$ cat config.mk
export PLATFORM = sky130hd
export DESIGN_NAME = acc_serial
export DESIGN_NICKNAME = d
export VERILOG_FILES = /design/src/rtl/acc_pkg.sv /design/src/rtl/acc_sipo.sv /design/src/rtl/acc_serial.sv
export SDC_FILE = /design/constraint.sdc
export NUM_CORES = 1
export LEC_CHECK = 0
export BUFFER_PORTS_ARGS = -buffer_cell sky130_fd_sc_hd__buf_2
export CELL_PAD_IN_SITES_DETAIL_PLACEMENT = 0
export CELL_PAD_IN_SITES_GLOBAL_PLACEMENT = 1
export CORE_AREA = 3 3 183 185
export DETAILED_ROUTE_END_ITERATION = 12
export DIE_AREA = 0 0 186 188
export PLACE_DENSITY = 0.71
export SLEW_MARGIN = 20
export SYNTH_ARGS = -nofsm -noshare
export SYNTH_HDL_FRONTEND = slang
export SYNTH_SLANG_ARGS = --single-unit
$ cat constraint.sdc
create_clock -name clk -period 3.5 [get_ports clk]
set_input_delay 0.875 -clock clk [delete_from_list [all_inputs] [get_ports clk]]
set_output_delay 0.875 -clock clk [all_outputs]
set_load 0.02 [all_outputs]
$ cat src/rtl/acc_pkg.sv
// Shared defaults, FSM state type and counter sizing for the serial accumulator.
package acc_pkg;

  localparam int unsigned WORD_W = 32;
  localparam int unsigned ACC_W  = 128;
  localparam int unsigned CNT_W  = $clog2(WORD_W);

  typedef enum logic [1:0] {
    IDLE  = 2'd0,
    SHIFT = 2'd1,
    WAIT  = 2'd2
  } acc_state_t;

  // Bit-counter width for a given word width; never narrower than one bit.
  function automatic int unsigned cnt_width(input int unsigned w);
    return (w > 1) ? $clog2(w) : 1;
  endfunction

endpackage

$ cat src/rtl/acc_sipo.sv
// Serial-in/parallel-out shift register with a down-counting bit counter.
// word_c/done_c are combinational so the word is usable on the edge that samples its LSB.
module acc_sipo #(
  parameter int unsigned WORD_W = acc_pkg::WORD_W
) (
  input  logic              clk,
  input  logic              nRst,
  input  logic              load,
  input  logic              shift,
  input  logic              rx,
  output logic [WORD_W-1:0] word_c,
  output logic              done_c
);
  import acc_pkg::*;

  localparam int unsigned BIT_CNT_W = cnt_width(WORD_W);

  logic [WORD_W-2:0]    sh;
  logic [BIT_CNT_W-1:0] cnt;

  // The incoming bit completes the word without waiting for another edge.
  assign word_c = {sh, rx};
  assign done_c = shift && (cnt == '0);

  always_ff @(posedge clk) begin
    if (nRst) begin
      sh  <= '0;
      cnt <= '0;
    end else if (load) begin
      sh  <= '0;
      cnt <= BIT_CNT_W'(WORD_W - 1);
    end else if (shift) begin
      sh  <= word_c[WORD_W-2:0];
      cnt <= cnt - BIT_CNT_W'(1);
    end
  end

endmodule

$ cat src/rtl/acc_serial.sv
// Bit-serial 32-bit word receiver feeding a wide running accumulator.
// Define ACC_OVF_EN to add the sticky carry-out flag `ovf`.
module acc_serial #(
  parameter int unsigned WORD_W = acc_pkg::WORD_W,
  parameter int unsigned ACC_W  = acc_pkg::ACC_W
) (
  input  logic             clk,
  input  logic             nRst,
  input  logic             rx,
  input  logic             add,
  input  logic             clear,
  output logic [ACC_W-1:0] big
`ifdef ACC_OVF_EN
  ,
  output logic             ovf
`endif
);
  import acc_pkg::*;

  acc_state_t        state;
  logic              load_c;
  logic              shift_c;
  logic              done_c;
  logic [WORD_W-1:0] word_c;

  // A low rx while enabled in IDLE is the start bit.
  assign load_c  = (state == IDLE) && add && !rx;
  assign shift_c = (state == SHIFT) && add;

  acc_sipo #(
    .WORD_W (WORD_W)
  ) u_sipo (
    .clk    (clk),
    .nRst   (nRst),
    .load   (load_c),
    .shift  (shift_c),
    .rx     (rx),
    .word_c (word_c),
    .done_c (done_c)
  );

`ifdef ACC_OVF_EN
  localparam int unsigned SUM_W = ACC_W + 1;
  logic [ACC_W:0] sum_c;
  assign sum_c = {1'b0, big} + SUM_W'(word_c);
`else
  logic [ACC_W-1:0] sum_c;
  assign sum_c = big + ACC_W'(word_c);
`endif

  // Frame FSM plus accumulator; clear overrides a completing word but not the FSM.
  always_ff @(posedge clk) begin
    if (nRst) begin
      state <= IDLE;
      big   <= '0;
`ifdef ACC_OVF_EN
      ovf   <= 1'b0;
`endif
    end else begin
      case (state)
        IDLE:    if (load_c) state <= SHIFT;
        SHIFT: begin
          if (!add)        state <= IDLE;
          else if (done_c) state <= WAIT;
        end
        WAIT:    if (!add) state <= IDLE;
        default: state <= IDLE;
      endcase

      if (clear) begin
        big <= '0;
`ifdef ACC_OVF_EN
        ovf <= 1'b0;
`endif
      end else if (done_c) begin
        big <= sum_c[ACC_W-1:0];
`ifdef ACC_OVF_EN
        ovf <= ovf | sum_c[ACC_W];
`endif
      end
    end
  end

endmodule

==> results.json <==
{
  "cts_buffer_depth": 2,
  "stdcell_count": 1771,
  "status": "finished clean",
  "rr_endpoint": "big[121]",
  "dieWidth_um": 186,
  "timing.final.ws_setup_ns": 0.336,
  "die_height_um": 188,
  "wl_per_cell_um": 18.5,
  "synthMuxAreaShare_pct": 0.209,
  "period_minus_slack_ns": 3.16,
  "clock_latency_ns": 0.45,
  "cts_setup_buffers": 0,
  "worst_slew_pin_slew_ns": 0.793,
  "rsz0062_at_grt": "no",
  "cts.sinks": 166,
  "core_um2": 32200,
  "root_buffer": "clkbuf_16",
  "vias": 9585,
  "hpwl_um": 24000,
  "antenna_found_initial": 0,
  "wl_um": 32800,
  "path_max_fanout": 14,
  "cap_viol_max_count": 0,
  "yosysWarnings": 0,
  "fin_skew_ns": 0.0216,
  "hold_ws_ns": 0.470,
  "gp_congestion": 0.873,
  "synthCells": 1230,
  "grt_pass1_vias": 9232,
  "hold_violations": 0,
  "ys_types": 63,
  "rows": 66,
  "leakagePower_nw": 4.34,
  "diodes": 0,
  "end_kind": "flip-flop",
  "grt_pass1_wl_um": 52800,
  "firstDrtPassIters": 5,
  "total_power_mw": 3.98,
  "drt_iter0_drc": 670,
  "holdPathEnd": "u_sipo.sh[30]",
  "fin_tns_setup_ns": 0,
  "initial_core_util_pct": 29.7,
  "post-route-period-util_pct": 90.4,
  "postLayoutCellArea_um2": 11400,
  "worstHoldPathType": "reg -> reg",
  "avgSynthCellArea_um2": 7.78,
  "dp_cells": 1739,
  "synth_fa_ha_area_share_pct": 4.66,
  "ys_ff_latch": 166,
  "p_sw_share_pct": 24.3,
  "p_clk_share_pct": 49.4,
  "ys_seq_area_share_pct": 34.7,
  "layout-drive-gt1-share_pct": 16.9,
  "htree_levels": 4,
  "p_comb_share_pct": 2.8,
  "path_clk_slew_ns": 0.07,
  "viasPerCell": 5.41,
  "synth_compound_area_share_pct": 17.8,
  "area_growth_pct": 19.7,
  "slew_headroom_pct": 47.1,
  "regToRegSetupSlack_ns": 0.34,
  "start_kind": "flip-flop",
  "yosys.area_share.simple_pct": 29.2,
  "p_per_area_nw_per_um2": 348,
  "final_core_util_pct": 35.5,
  "io_pins": 133,
  "cts-buffers-inserted": 17,
  "synth_top_family_by_area": "simple AND/OR/NAND/NOR gates",
  "io_buffers": 132,
  "worstPathRequired_ns": 3.88,
  "ant_nets": 0,
  "internal_power_mw": 3.02,
  "drcViolationCount": 0,
  "async_flop_share_pct": 0,
  "grt_usage_pct": 18.9,
  "crit_arrival_ns": 3.54,
  "nNetsFinal": 1390,
  "worstRegToRegCells": 8,
  "postPlaceCellArea_um2": 10800,
  "ir_worst_vdd_mv": 0.252,
  "cts_tree": "yes",
  "ys.flop_type": "dfxtp_1",
  "synth_xor_area_share_pct": 9.43,
  "synthesis.nets": 1270,
  "critical_path_class": "reg -> reg",
  "grt_overflow_total": 0,
  "grt_start_max_net_pins": 54,
  "hold_buffers": 0,
  "syn_area_um2": 9560,
  "seqPwrFrac_pct": 47.7,
  "rr_startpoint": "big[22]",
  "place_ws_ns": -0.0472,
  "switchingPower_uw": 969,
  "hold_depth": 2,
  "hp-start": "u_sipo.sh[30]",
  "slew_violations": 0,
  "finalSetupViolations": 0,
  "synth_edf_count": 0,
  "cts_resized": 0,
  "fp.dieArea_um2": 35000,
  "max_freq_mhz": 316
}
[cells by family (layout without fill, tap and decap cells)]
group | Yosys count | after routing
AOI/OAI and AO/OA | 269 | 269
xor gates and xnor gates | 103 | 103
adders and majority gates | 35 | 35
buffers and inverters | 92 | 225
DFF | 166 | 166
muxes | 2 | 2
and+or+nand+nor | 563 | 563
[metal layers]
metal / share of wire [%] / vias to the layer above / track usage (%) / wire [um]
met3: 5.1 / 37 / 3.26 / 1670
met5: 0 / - / 0 / 0
met4: 1.8 / 0 / 5.10 / 599
li1: - / 4694 / - / -
met2: 45 / 272 / 29.0 / 14800
met1: 48 / 4582 / 27.3 / 15700
[power by group through the flow]
stage | Sequential, mW | Clock [mW] | Combinational, mW
final | 1.90 | 1.97 | 0.113
after global routing | 1.90 | 2.09 | 0.125
after CTS | 1.90 | 2.01 | 0.115
after detailed placement | 1.95 | 0 | 0.114
after global placement | 1.95 | 0 | 0.113
after floorplan | 1.94 | 0 | 0.0731
[synthesized netlist by cell type (22+ instances only)]
cell	count	area, um2
clkbuf_1	56	210
dfxtp_1	166	3320
nor2_1	121	454
o211ai_1	22	165
nand2_1	163	612
nand4_1	56	350
and3_1	33	206
nor3_1	29	145
nand3_1	61	305
xor2_1	65	569
xnor2_1	38	333
o21ai_0	42	210
ha_1	34	425
a21oi_1	116	581
[cell type report]
cell class | instances | area (um2)
tap | 408 | 510
timing repair buffer | 177 | 1050
multi-input combinational | 972 | 5900
inverter | 16 | 60.1
fill | 3431 | 20800
clock buffer | 18 | 439
clock inverter | 14 | 164
sequential | 166 | 3320
[cells in the final DEF (no fill, tap or decap), types with 38 or more instances in the layout]
cell type / synthesis / final
xnor2_1: 38 / 38
dfxtp_1: 166 / 166
nor2_1: 121 / 119
o21ai_0: 42 / 39
nand4_1: 56 / 56
nand2_1: 163 / 163
buf_2: 11 / 132
nand3_1: 61 / 61
buf_4: 3 / 41
a21oi_1: 116 / 116
xor2_1: 65 / 65
[registers in the layout, summed over array words and instances (netlist names)]
name and flops:
u_sipo.cnt 5, state 2, u_sipo.sh 31, big 128
[worst max-delay path by stage]
stage | from | to | slack, ns | depth (start not counted)
2_1_floorplan | rx | big[124] | 0.11 | 12
3_3_place_gp | rx | big[104] | 0.002 | 12
3_5_place_dp | rx | big[36] | -0.05 | 12
4_1_cts | big[22] | big[121] | 0.38 | 8
5_1_grt | big[22] | big[121] | 0.08 | 8
6_report | big[22] | big[121] | 0.34 | 8
[critical path, stage by stage, from the launching register on]
cell and delay [ns]:
dfxtp_1 0.33, ha_1 0.48, a21oi_1 0.18, o21ai_0 0.30, a221oi_1 0.17, o21ai_2 0.67, o2111ai_1 0.35, or4_1 0.46
a21oi_1 0.15
(Power assumes the default switching activity.)
